File: src/rtl/perceptron_learn_pkg.sv
// Shared definitions for the serial-MAC perceptron: FSM encoding, accumulator
// sizing and weight saturation limits.
package perceptron_pkg;

  typedef enum logic [1:0] {
    ST_IDLE   = 2'd0,
    ST_ACCUM  = 2'd1,
    ST_RESULT = 2'd2,
    ST_UPDATE = 2'd3
  } state_t;

  // Wide enough for N_IN full-scale weights plus a bias term without overflow.
  function automatic int acc_width(input int w_width, input int n_in);
    return w_width + $clog2(n_in + 1) + 1;
  endfunction

  function automatic int w_max(input int w_width);
    return (1 << (w_width - 1)) - 1;
  endfunction

  function automatic int w_min(input int w_width);
    return -(1 << (w_width - 1));
  endfunction

endpackage

File: src/rtl/perceptron_learn_if.sv
// Sample, weight-write and result signals of the perceptron grouped as one bus.
interface perceptron_learn_if
  import perceptron_pkg::*;
#(
  parameter int N_IN      = 4,
  parameter int W_WIDTH   = 4,
  parameter int ERR_WIDTH = 8
);
  localparam int ADDR_W = $clog2(N_IN + 1);
  localparam int ACC_W  = acc_width(W_WIDTH, N_IN);

  logic                        in_valid;
  logic                        in_ready;
  logic [N_IN-1:0]             x_in;
  logic                        train;
  logic                        target;
  logic                        wr_en;
  logic [ADDR_W-1:0]           wr_addr;
  logic signed [W_WIDTH-1:0]   wr_data;
  logic                        out_valid;
  logic                        v_out;
  logic signed [ACC_W-1:0]     acc_out;
  logic [1:0]                  state_o;
  logic [ERR_WIDTH-1:0]        err_count;

  modport master (
    output in_valid, x_in, train, target, wr_en, wr_addr, wr_data,
    input  in_ready, out_valid, v_out, acc_out, state_o, err_count
  );

  modport slave (
    input  in_valid, x_in, train, target, wr_en, wr_addr, wr_data,
    output in_ready, out_valid, v_out, acc_out, state_o, err_count
  );

endinterface

File: src/rtl/perceptron_learn_sat_step.sv
// Combinational signed +1/-1 step that sticks at the two's-complement limits.
module sat_step
  import perceptron_pkg::*;
#(
  parameter int W_WIDTH = 4
) (
  input  logic signed [W_WIDTH-1:0] value,
  input  logic                      up,
  output logic signed [W_WIDTH-1:0] result
);
  localparam logic signed [W_WIDTH-1:0] MAXV = W_WIDTH'(w_max(W_WIDTH));
  localparam logic signed [W_WIDTH-1:0] MINV = W_WIDTH'(w_min(W_WIDTH));

  always_comb begin
    result = value;
    if (up) begin
      if (value != MAXV) result = value + 1'b1;
    end else begin
      if (value != MINV) result = value - 1'b1;
    end
  end

endmodule

File: src/rtl/perceptron_learn.sv
// Serial-MAC perceptron with perceptron-rule training. Define PERCEPTRON_BIAS_EN
// to add a trainable bias register written at weight index N_IN.
module perceptron_learn
  import perceptron_pkg::*;
#(
  parameter int N_IN      = 4,
  parameter int W_WIDTH   = 4,
  parameter int THRESH    = 2,
  parameter int ERR_WIDTH = 8
) (
  input logic               clk,
  input logic               reset_n,
  perceptron_learn_if.slave bus
);
  localparam int ACC_W  = acc_width(W_WIDTH, N_IN);
  localparam int ADDR_W = $clog2(N_IN + 1);
  localparam int IDX_W  = $clog2(N_IN);
  localparam logic [IDX_W-1:0]        LAST_IDX = IDX_W'(N_IN - 1);
  localparam logic signed [ACC_W-1:0] THRESH_A = ACC_W'(THRESH);
  localparam logic [ERR_WIDTH-1:0]    ERR_MAX  = '1;

  state_t                    state, state_next;
  logic [IDX_W-1:0]          idx;
  logic signed [ACC_W-1:0]   acc, acc_next, term, acc_init;
  logic [N_IN-1:0]           x_lat;
  logic                      train_lat, target_lat;
  logic signed [W_WIDTH-1:0] w      [N_IN];
  logic signed [W_WIDTH-1:0] w_step [N_IN];
  logic                      v_out_r;
  logic signed [ACC_W-1:0]   acc_out_r;
  logic [ERR_WIDTH-1:0]      err_r;
  logic                      last, wr_ok;

  assign last  = (idx == LAST_IDX);
  assign wr_ok = (state == ST_IDLE) && bus.wr_en;

  always_ff @(posedge clk or negedge reset_n) begin
    if (!reset_n) state <= ST_IDLE;
    else          state <= state_next;
  end

  always_comb begin
    state_next = state;
    case (state)
      ST_IDLE:   if (bus.in_valid) state_next = ST_ACCUM;
      ST_ACCUM:  if (last) state_next = ST_RESULT;
      ST_RESULT: state_next = (train_lat && (v_out_r != target_lat)) ? ST_UPDATE : ST_IDLE;
      ST_UPDATE: state_next = ST_IDLE;
      default:   state_next = ST_IDLE;
    endcase
  end

  always_comb begin
    term = '0;
    if (x_lat[idx]) term = ACC_W'(w[idx]);
    acc_next = acc + term;
  end

  // The result registers load on the last ACCUM edge so they are valid in RESULT.
  always_ff @(posedge clk or negedge reset_n) begin
    if (!reset_n) begin
      idx        <= '0;
      acc        <= '0;
      x_lat      <= '0;
      train_lat  <= 1'b0;
      target_lat <= 1'b0;
      v_out_r    <= 1'b0;
      acc_out_r  <= '0;
      err_r      <= '0;
    end else begin
      case (state)
        ST_IDLE: begin
          if (bus.in_valid) begin
            x_lat      <= bus.x_in;
            train_lat  <= bus.train;
            target_lat <= bus.target;
            acc        <= acc_init;
            idx        <= '0;
          end
        end
        ST_ACCUM: begin
          acc <= acc_next;
          idx <= idx + 1'b1;
          if (last) begin
            acc_out_r <= acc_next;
            v_out_r   <= (acc_next >= THRESH_A);
          end
        end
        ST_UPDATE: begin
          if (err_r != ERR_MAX) err_r <= err_r + 1'b1;
        end
        default: ;
      endcase
    end
  end

  for (genvar i = 0; i < N_IN; i++) begin : g_step
    sat_step #(.W_WIDTH(W_WIDTH)) u_step (
      .value  (w[i]),
      .up     (target_lat),
      .result (w_step[i])
    );
  end

  always_ff @(posedge clk or negedge reset_n) begin
    if (!reset_n) begin
      for (int i = 0; i < N_IN; i++) w[i] <= '0;
    end else begin
      for (int i = 0; i < N_IN; i++) begin
        if (wr_ok && bus.wr_addr == ADDR_W'(i)) w[i] <= bus.wr_data;
        else if (state == ST_UPDATE && x_lat[i]) w[i] <= w_step[i];
      end
    end
  end

`ifdef PERCEPTRON_BIAS_EN
  logic signed [W_WIDTH-1:0] bias, bias_step;

  sat_step #(.W_WIDTH(W_WIDTH)) u_bias_step (
    .value  (bias),
    .up     (target_lat),
    .result (bias_step)
  );

  // The bias behaves like a weight whose input is permanently 1.
  always_ff @(posedge clk or negedge reset_n) begin
    if (!reset_n) bias <= '0;
    else if (wr_ok && bus.wr_addr == ADDR_W'(N_IN)) bias <= bus.wr_data;
    else if (state == ST_UPDATE) bias <= bias_step;
  end

  assign acc_init = ACC_W'(bias);
`else
  assign acc_init = '0;
`endif

  assign bus.in_ready  = (state == ST_IDLE);
  assign bus.out_valid = (state == ST_RESULT);
  assign bus.v_out     = v_out_r;
  assign bus.acc_out   = acc_out_r;
  assign bus.state_o   = state;
  assign bus.err_count = err_r;

endmodule

File: src/flat_wrapper.sv
// flat-port wrapper written by rule: the top's interface ports become plain ports
module perceptron_learn_flat import perceptron_pkg::*;
#(
  parameter int N_IN      = 4,
  parameter int W_WIDTH   = 4,
  parameter int THRESH    = 2,
  parameter int ERR_WIDTH = 8
)
  (clk, reset_n, bus_in_valid, bus_x_in, bus_train, bus_target, bus_wr_en, bus_wr_addr, bus_wr_data, bus_in_ready, bus_out_valid, bus_v_out, bus_acc_out, bus_state_o, bus_err_count);
  perceptron_learn_if #(.N_IN(N_IN), .W_WIDTH(W_WIDTH), .ERR_WIDTH(ERR_WIDTH)) bus_i ();
  input logic clk;
  input logic reset_n;
  input wire logic [$bits(bus_i.in_valid)-1:0] bus_in_valid;
  input wire logic [$bits(bus_i.x_in)-1:0] bus_x_in;
  input wire logic [$bits(bus_i.train)-1:0] bus_train;
  input wire logic [$bits(bus_i.target)-1:0] bus_target;
  input wire logic [$bits(bus_i.wr_en)-1:0] bus_wr_en;
  input wire logic [$bits(bus_i.wr_addr)-1:0] bus_wr_addr;
  input wire logic [$bits(bus_i.wr_data)-1:0] bus_wr_data;
  output wire logic [$bits(bus_i.in_ready)-1:0] bus_in_ready;
  output wire logic [$bits(bus_i.out_valid)-1:0] bus_out_valid;
  output wire logic [$bits(bus_i.v_out)-1:0] bus_v_out;
  output wire logic [$bits(bus_i.acc_out)-1:0] bus_acc_out;
  output wire logic [$bits(bus_i.state_o)-1:0] bus_state_o;
  output wire logic [$bits(bus_i.err_count)-1:0] bus_err_count;
  assign bus_i.in_valid = bus_in_valid;
  assign bus_i.x_in = bus_x_in;
  assign bus_i.train = bus_train;
  assign bus_i.target = bus_target;
  assign bus_i.wr_en = bus_wr_en;
  assign bus_i.wr_addr = bus_wr_addr;
  assign bus_i.wr_data = bus_wr_data;
  assign bus_in_ready = bus_i.in_ready;
  assign bus_out_valid = bus_i.out_valid;
  assign bus_v_out = bus_i.v_out;
  assign bus_acc_out = bus_i.acc_out;
  assign bus_state_o = bus_i.state_o;
  assign bus_err_count = bus_i.err_count;
  perceptron_learn #(.N_IN(N_IN), .W_WIDTH(W_WIDTH), .THRESH(THRESH), .ERR_WIDTH(ERR_WIDTH)) u_core (.clk(clk), .reset_n(reset_n), .bus(bus_i));
endmodule
File: config.mk
export PLATFORM = sky130hd
export DESIGN_NAME = perceptron_learn_flat
export DESIGN_NICKNAME = d
export VERILOG_FILES = /design/src/rtl/perceptron_learn_pkg.sv /design/src/rtl/perceptron_learn_if.sv /design/src/rtl/perceptron_learn_sat_step.sv /design/src/rtl/perceptron_learn.sv /design/src/flat_wrapper.sv
export SDC_FILE = /design/constraint.sdc
export NUM_CORES = 1
export LEC_CHECK = 0
export BUFFER_PORTS_ARGS = -buffer_cell sky130_fd_sc_hd__buf_2
export CELL_PAD_IN_SITES_DETAIL_PLACEMENT = 1
export CELL_PAD_IN_SITES_GLOBAL_PLACEMENT = 1
export CORE_MARGIN = 8
export CORE_UTILIZATION = 36
export CTS_BUF_LIST = sky130_fd_sc_hd__clkbuf_4
export CTS_CLUSTER_DIAMETER = 30
export DETAILED_ROUTE_END_ITERATION = 10
export GPL_ROUTABILITY_DRIVEN = 1
export GPL_TIMING_DRIVEN = 0
export HOLD_SLACK_MARGIN = 0.03
export PLACE_DENSITY_LB_ADDON = 0.25
export SLEW_MARGIN = 20
export SYNTH_ARGS = -nofsm -noshare
export SYNTH_HDL_FRONTEND = slang
export SYNTH_SLANG_ARGS = --single-unit
File: constraint.sdc
create_clock -name clk -period 2.71 [get_ports clk]
set_input_delay 0.542 -clock clk [delete_from_list [all_inputs] [get_ports clk]]
set_output_delay 0.542 -clock clk [all_outputs]
set_load 0.005 [all_outputs]
## Word-level counts from Yosys, hierarchy flattened

Index checks and enable logic that the tools add are counted.

| storage, ports and cells | value |
|---|---|
| bits in registers | 51 |
| input bits | 17 |
| logic and storage cells | 115 |

| operators by class | value |
|---|---|
| eq/ne operators | 23 |
| order comparisons | 3 |
| muxes and demuxes | 34 |
| reductions and logical operators | 30 |
| $add $sub $neg | 11 |
| bitwise logic cells | 1 |

Operators with widths:

| operator | number |
|---|---|
| $mux 4 | 22 |
| $ne 4x4->1 const B | 8 |
| $add 4x1->4 const B | 4 |
| $mux 8 | 2 |
| $pmux 8 s2 | 1 |
| $sub 4x1->4 const B | 4 |
| $ne 3x3->1 const B | 4 |
| $reduce_and 3->1 | 4 |
| $reduce_bool 3->1 | 4 |
| $logic_and 1x1->1 | 10 |
| $reduce_and 2->1 | 5 |
| $reduce_bool 2->1 | 5 |
| $add 8x1->8 const B | 1 |
| $add 8x8->8 | 1 |
| $bmux 4 s2 | 1 |
| $ge 8x3->1 const B | 1 |
| $mux 2 | 4 |
| $ne 8x8->1 const B | 1 |
| $pmux 2 s4 | 1 |
| $eq 2x2->1 const B | 3 |
| $eq 3x2->1 const B | 2 |
| $pmux 2 s2 | 1 |
| $eq 3x1->1 const B | 1 |
| $ge 3x3->1 const B | 1 |
| other kinds (11) | 11 |

## Longest topological paths before layout

Gate-level depths: netlist of run 1.

| depth | value |
|---|---|
| depth in word-level cells | 7 |
| mapped depth | 10 |
| gate-level depth less buffers | 9 |

## Hierarchy

A second synthesis of run 1 with hierarchy kept.

| second synthesis, totals | value |
|---|---|
| cell total of the unflattened synthesis | 359 |
| area, all modules | 3473.3 sq um |

Modules (own cells, without submodules):

| module | cells an instance | area each (sq um) | times used |
|---|---|---|---|
| perceptron_learn | 251 | 2677.6 | 1 |
| sat_step | 27 | 198.9 | 4 |

## Worst setup path before layout of run 1

OpenSTA, ideal clock, no wires.

| timing | value |
|---|---|
| path kind | reg2reg |
| start point | register u_core.idx[0] |
| end point | register u_core.acc_out_r[6] (netlist: u_core.bus.acc_out[6]) |
| data required time | 2585 ps |
| slack | -71 ps |
| cell stages (with the launch flop) | 11 |
| clock period less this slack | 2781 ps |
| arrival time | 2657 ps |
| library setup time | 125 ps |
| path through | dfrtp_1 > buf_6 > mux4_1 > and2_2 > ha_1 > fa_1 > a211oi_1 > o21ai_0 > a21oi_1 > xnor2_1 > mux2_2 |

| on the way | value |
|---|---|
| word-level cells in the longest chain between the ends | 6 |
| elaborated cells on any way between the ends | 10 |
| those cells by class | add/sub (1); eq/ne (1); mux (6); bitwise (1); reduce/logical (1) |

RTL lines:

| element | line | RTL |
|---|---|---|
| start: declaration | perceptron_learn.sv:23 | `logic [IDX_W-1:0] idx;` |
| start signal: assignment | perceptron_learn.sv:83 | `idx <= idx + 1'b1;` |
| $not 2->3 (not written as such) | perceptron_learn.sv:55 | `if (x_lat[idx]) term = ACC_W'(w[idx]);` |
| $bmux 4 s2 | perceptron_learn.sv:55 |  |
| $mux 4 (not written as such) (2 in series) | perceptron_learn.sv:55 |  |
| $mux 8 | perceptron_learn.sv:55 |  |
| $add 8x8->8 | perceptron_learn.sv:56 | `acc_next = acc + term;` |
| end signal: assignment | perceptron_learn.sv:85 | `acc_out_r <= acc_next;` |
| end: declaration | perceptron_learn.sv:30 | `logic signed [ACC_W-1:0] acc_out_r;` |

Parallel ways exist; a longest one is shown, timed or not. The select of a mux whose other input is x is not followed.
A chain may end at the register's enable or synchronous reset.

## Worst setup path after layout of run 1

Ends and elaborated chain as after synthesis.

==> impl_metrics.yaml, run 1 <==
status:
  outcome: "complete, but fails checks"
  violations: "negative setup slack"
sta:
  finalCriticalPeriod_ps: 2720
  clock_skew_ps: 18.2
  slew_viol_final: 0
  fin_ws_ps: -12.0
  hold_viol_final: 0
  rsz0062_at_grt: "true"
  finalSetupViolCount: 2
  relSlewSlack_pct: 54.0
  worst_pin_slew_ps: 689
  period_share_pct: 100
  fmax_ghz: 0.367
  hold-worst-slack_ps: 177
routing:
  ant_nets: 0
  vias_per_cell: 5.54
  avgRoutedWirePerCell_um: 18.2
  drc_errors: 0
  wirelength_um: 7990
  drt-initial-drc-count: 67
  dr.pass1.iters: 4
  num_vias: 2430
cells_and_area:
  antenna_cells: 0
  layout-drive-gt1-share_pct: 26.6
  post-route-util_pct: 43.4
  layout_common_cells: "51 x dfrtp_1, 37 x buf_2, 29 x nand2_1, 15 x nor2_1, 15 x xnor2_1"
  final_common_cell: "dfrtp_1"
  area_growth_pct: 16.2
  num-nets-final: 372
run:
  drv_cap: 0
critical_path:
  r2r_cells: 10
  r2r_slack_ps: -10
  crit_end: "u_core.bus.acc_out[6]$_DFFE_PN0P_"
  crit_type: "flop to flop"
  critical_path.max_fanout: 6
  cp-startpoint: "u_core.idx[0]$_DFFE_PN0P_"
  worstPathRequired_ps: 3010
  cp.arrival_ps: 3020
  start_kind: "flop"
  reg2reg_from: "u_core.idx[0]$_DFFE_PN0P_"
  timing.rr.end: "u_core.bus.acc_out[6]$_DFFE_PN0P_"
  crit_path_end_kind: "flop"
yosys:
  ys_seq_elements: 51
  ys.flop_type: "dfrtp_1"
  syn-num-nets: 323
  syn-cell-area_um2: 3080
  synth_seq_area_share_pct: 41.4
  yosysWarnings: 0
  syn_inst: 284
  synth_edf_count: 0
  postSynth.asyncResetShare_pct: 100
  synth.avg_cell_area_um2: 10.9
  synth.distinct_cells: 56
die:
  dieWidth_um: 109
  coreArea_um2: 8260
  start_util_pct: 37.3
  die_area_um2: 11800
  ios: 38
  fp.dieH_um: 109
  fp-row-count: 33
placed_design:
  gp_congestion: 0.773
  port_buffers: 37
  hpwl_um: 5980
  place_worst_setup_slack_ps: -254
global_routing:
  grt_pass1_wl_um: 13300
  grt_usage_pct: 14.4
  overflow: 0
  grt_antenna_before_repair: 0
  grt_pass1_vias: 2653
  grt_max_degree: 52
power_and_ir_drop:
  ir_worst_vdd_uv: 405
  p_leak_nw: 1.60
  powerDensity_nw_per_um2: 1330
clocking:
  cts_tree: "done"
  cts_root_buf: "clkbuf_4"
  clk_latency_ps: 390
  numCtsBuffers: 5
  hold_buffers: 0
  clk_pin_slew_ps: 170
  cts_buffer_depth: 2
  clock-sinks: 51
  h-tree-depth: 2
hold_path:
  min_path_type: "input port to asynchronous set/reset pin"
==> synthesized netlist by cell type (4+ instances only) <==
master | count | area share, %
nand4_1 | 9 | 1.8
dfrtp_1 | 51 | 41
o22ai_1 | 7 | 1.4
nand2_1 | 29 | 3.5
and2_1 | 4 | 0.81
nand3_1 | 6 | 0.97
inv_1 | 8 | 0.97
nor2_1 | 15 | 1.8
mux2_2 | 11 | 4.0
o21ai_0 | 11 | 1.8
fa_1 | 5 | 3.2
xnor2_1 | 18 | 5.1
ha_1 | 17 | 6.9
a21oi_1 | 11 | 1.8
a21o_1 | 5 | 1.2
xor2_1 | 4 | 1.1
a22o_1 | 5 | 1.4
a221o_1 | 5 | 1.6
==> worst min-delay path by stage <==
stage | startpoint | endpoint | slack, ps
finish | reset_n | u_core.acc[1]$_DFFE_PN0P_ | 180
global route | reset_n | u_core.acc[2]$_DFFE_PN0P_ | 190
CTS | reset_n | u_core.bus.err_count[4]$_DFFE_PN0P_ | 190
detailed placement | u_core.bus.acc_out[4]$_DFFE_PN0P_ | u_core.bus.acc_out[4]$_DFFE_PN0P_ | 470
global placement | u_core.bus.acc_out[4]$_DFFE_PN0P_ | u_core.bus.acc_out[4]$_DFFE_PN0P_ | 460
floorplan | reset_n | u_core.acc[0]$_DFFE_PN0P_ | 250
==> sequential cells by signal, indices dropped and copies added, names as in the netlist <==
signal and count:
u_core.acc 8, u_core.bus.err_count 8, u_core.idx 2, u_core.bus.state_o 2
u_core.bus.v_out 1, u_core.train_lat 1, u_core.bus.acc_out 8, u_core.x_lat 4
u_core.w 16, u_core.target_lat 1
==> logic make-up after synthesis <==
family / after synthesis / synth area share (%)
and+or+nand+nor: 87 / 15.1
xor gates and xnor gates: 23 / 6.78
AOI/OAI and AO/OA: 66 / 15.1
DFF: 51 / 41.4
muxes: 19 / 9.01
buffers and inverters: 16 / 2.48
adders and majority gates: 22 / 10.2
==> layer usage <==
layer	up-vias	track usage (%)	part of all wire [%]
met4	0	4.69	1.8
li1	1149	-	-
met5	-	0	0
met2	44	25.2	51
met3	12	2.97	4.4
met1	1225	17.2	43
==> worst max-delay path, cell delays in order, from the launching register on <==
cell and delay, ps:
dfrtp_1 400, buf_6 130, mux4_2 530, and2_4 170, ha_4 170, fa_2 370
a211oi_2 230, o21ai_1 110, a21oi_2 180, xnor2_2 100, mux2_4 270
==> final cells by class <==
cell class	instances	area [um^2]
fill	951	4680
timing repair buffer	42	225
clock buffer	5	37.5
multi-input combinational	217	1810
inverter	9	35.0
tap	105	131
sequential	51	1280
buffer	7	42.5
clock inverter	3	20.0
==> what timing repair did <==
item / CTS / global route
setup endpoints to repair: 10 / 7
setup buffers: 5 / 0
resized for setup: 11 / 8
pin swaps: 8 / 5
==> power by group <==
group	internal [mW]	switching (mW)	leakage, nW
Combinational	1.49	1.42	0.943
Clock	0.100	0.269	0.0288
Sequential	1.10	0.392	0.630
Total	2.69	2.08	1.60
==> per-stage QoR <==
stage | TNS, ps | power, mW | cells | cell area [um^2]
floorplan | 0 | 3.38 | 284 | 3090
global placement | -652 | 4.01 | 426 | 3410
detailed placement | -939 | 4.15 | 426 | 3410
CTS | -180 | 4.74 | 439 | 3550
global route | -537 | 5.23 | 439 | 3580
finish | -18.2 | 4.78 | 439 | 3580
No activity file was read; power rests on OpenSTA's default activity.
==> inputs of run 2 (changes only) <==
--- a/config.mk
+++ b/config.mk
@@ -17,6 +17,7 @@
 export GPL_TIMING_DRIVEN = 0
 export HOLD_SLACK_MARGIN = 0.03
 export PLACE_DENSITY_LB_ADDON = 0.25
+export SETUP_SLACK_MARGIN = 0.02
 export SLEW_MARGIN = 20
 export SYNTH_ARGS = -nofsm -noshare
 export SYNTH_HDL_FRONTEND = slang
==> constraint.sdc (replaced) <==
create_clock -name clk -period 2.4 [get_ports clk]
set_input_delay 0.48 -clock clk [delete_from_list [all_inputs] [get_ports clk]]
set_output_delay 0.48 -clock clk [all_outputs]
set_load 0.005 [all_outputs]
==> run 2 against run 1 <==
  * The run still ends with negative setup slack left
  * Flip-flop and latch count did not move
  * Cell count rose by 1.8%
  * Power rose by 27%
  * Routed wire length rose by 3.5%
  * Critical endpoint unchanged
  * Worst hold slack got worse by 78 ps
  * Utilization rose by 2.4 points
  * Clock skew fell by 1.4 ps
  * Largest cell class unchanged
  * Largest power group unchanged
  * First-iteration DRC count rose by 140%
  * Final area rose by 5.4%
  * Clock-buffer cell count did not move
  * Critical path type unchanged
==> impl_metrics.yaml, run 2 (synthesized netlist as in run 1, its figures left out) <==
status:
  outcome: "complete, but fails checks"
  violations: "negative setup slack"
routing:
  ant_nets: 0
  num_vias: 2445
  drt-initial-drc-count: 163
  dr.pass1.iters: 4
  avgRoutedWirePerCell_um: 18.5
  wirelength_um: 8270
  drc_errors: 0
  vias_per_cell: 5.47
clocking:
  cts_tree: "done"
  numCtsBuffers: 5
  h-tree-depth: 2
  clk_pin_slew_ps: 160
  hold_buffers: 0
  cts_root_buf: "clkbuf_4"
  cts_buffer_depth: 2
  clk_latency_ps: 380
  clock-sinks: 51
critical_path:
  cp.arrival_ps: 3140
  crit_end: "u_core.bus.acc_out[6]$_DFFE_PN0P_"
  crit_type: "flop to flop"
  cp_slowest_stage_delay_ps: 530
  critical-path-slowest-cell: "mux4_2"
  r2r_slack_ps: -440
  worstPathRequired_ps: 2700
  cp-startpoint: "u_core.idx[0]$_DFFE_PN0P_"
  reg2reg_from: "u_core.idx[0]$_DFFE_PN0P_"
  start_kind: "flop"
  crit_chain: "buf_6 > mux4_2 > and2_4 > ha_4 > fa_2 > a211oi_4 > o21ai_2 > a21oi_2 > xnor2_2 > mux2_4"
  timing.rr.end: "u_core.bus.acc_out[6]$_DFFE_PN0P_"
  r2r_cells: 10
  crit_path_end_kind: "flop"
  critical_path.max_fanout: 6
sta:
  fmax_ghz: 0.352
  rsz0062_at_grt: "true"
  hold_viol_final: 0
  finalSetupViolCount: 12
  clock_skew_ps: 16.8
  slew_viol_final: 0
  worst_pin_slew_ps: 708
  period_share_pct: 118
  hold-worst-slack_ps: 98.8
  fin_ws_ps: -440
  finalCriticalPeriod_ps: 2840
  relSlewSlack_pct: 52.8
  finalSetupTns_ps: -2600
cells_and_area:
  n_fill_cell: 928
  num-nets-final: 380
  post-route-util_pct: 45.7
  layout_common_cells: "51 x dfrtp_1, 37 x buf_2, 28 x nand2_1, 14 x buf_4, 14 x nor2_1"
  final_common_cell: "dfrtp_1"
  regMostFlops: "u_core.w"
  layout-drive-gt1-share_pct: 33.0
  antenna_cells: 0
  largest_reg_flops: 16
  area_growth_pct: 22.6
  fin_cells: 447
placed_design:
  hpwl_um: 5870
  port_buffers: 37
  gp_congestion: 0.881
  placed_cells: 426
power_and_ir_drop:
  p_leak_nw: 1.66
  p_clk_share_pct: 6.7
  finalPower_mw: 6.05
  ir_worst_vdd_uv: 541
  sw_frac_of_total_pct: 43.3
  p_seq_share_pct: 28.2
  powerDensity_nw_per_um2: 1600
  p_comb_share_pct: 65.1
  intPower_mw: 3.43
  switchingPower_mw: 2.62
run:
  drv_cap: 0
global_routing:
  grt_pass1_wl_um: 13600
  overflow: 0
  grt_usage_pct: 14.6
  grt_pass1_vias: 2555
  grt_antenna_before_repair: 0
  grt_max_degree: 52
die:
  ios: 38
  coreArea_um2: 8260
  fp-row-count: 33
  dieWidth_um: 109
  die_area_um2: 11800
  start_util_pct: 37.3
  fp.dieH_um: 109
hold_path:
  min_path_type: "input port to asynchronous set/reset pin"
[run 2: power groups by stage]
stage	sequential, mW	clock [mW]	combinational (mW)
after floorplan	1.57	0	2.29
after global placement	1.69	0	2.90
after detailed placement	1.71	0	3.03
after CTS	1.70	0.423	3.52
after global routing	1.77	0.456	4.36
final	1.71	0.408	3.94
[run 2: critical path: cells and delay by family, from the launching register on]
kind            cells  cell delay (ps)
xor+xnor            1              100
simple gates        1              170
mux                 2              800
flops               1              400
buf+inv             1              130
compound gates      3              620
fa+ha+maj           2              530
[run 2: worst min-delay path by stage]
stage                                 startpoint                                   to  slack [ps]  cells after the start
2_1_floorplan                            reset_n            u_core.acc[0]$_DFFE_PN0P_         180                      0
4_1_cts                                  reset_n  u_core.bus.err_count[5]$_DFFE_PN0P_         130                      1
3_5_place_dp   u_core.bus.acc_out[3]$_DFFE_PN0P_    u_core.bus.acc_out[3]$_DFFE_PN0P_         480                      2
6_report                                 reset_n  u_core.bus.err_count[3]$_DFFE_PN0P_         100                      1
3_3_place_gp   u_core.bus.acc_out[4]$_DFFE_PN0P_    u_core.bus.acc_out[4]$_DFFE_PN0P_         460                      2
5_1_grt                                  reset_n  u_core.bus.err_count[5]$_DFFE_PN0P_         150                      1
[run 2: repair_timing]
item | CTS | global route
setup endpoints to repair | 17 | 16
setup buffers | 8 | 5
pin swaps | 14 | 15
gates resized for setup | 18 | 18
[run 2: final cells by class]
cell class / instances / area [um^2] / area share [%]
Buffer: 7 / 42.5 / 1.13
Clock buffer: 5 / 37.5 / 0.994
Clock inverter: 3 / 20.0 / 0.530
Timing Repair Buffer: 50 / 293 / 7.75
Sequential cell: 51 / 1280 / 33.8
Multi-Input combinational cell: 217 / 1940 / 51.4
Inverter: 9 / 36.3 / 0.961
Tap cell: 105 / 131 / 3.48
[run 2: per-layer routing]
metal | global-route usage, % | wire [um]
met1 | 18.9 | 3680
met2 | 23.7 | 4130
met3 | 3.39 | 375
met4 | 4.30 | 82
met5 | 0 | 0
[run 2: stage by stage]
step | setup slack (ps) | area (um^2)
2_1_floorplan | -223 | 3100
3_3_place_gp | -471 | 3420
3_5_place_dp | -511 | 3420
4_1_cts | -366 | 3650
5_1_grt | -550 | 3780
6_report | -440 | 3780
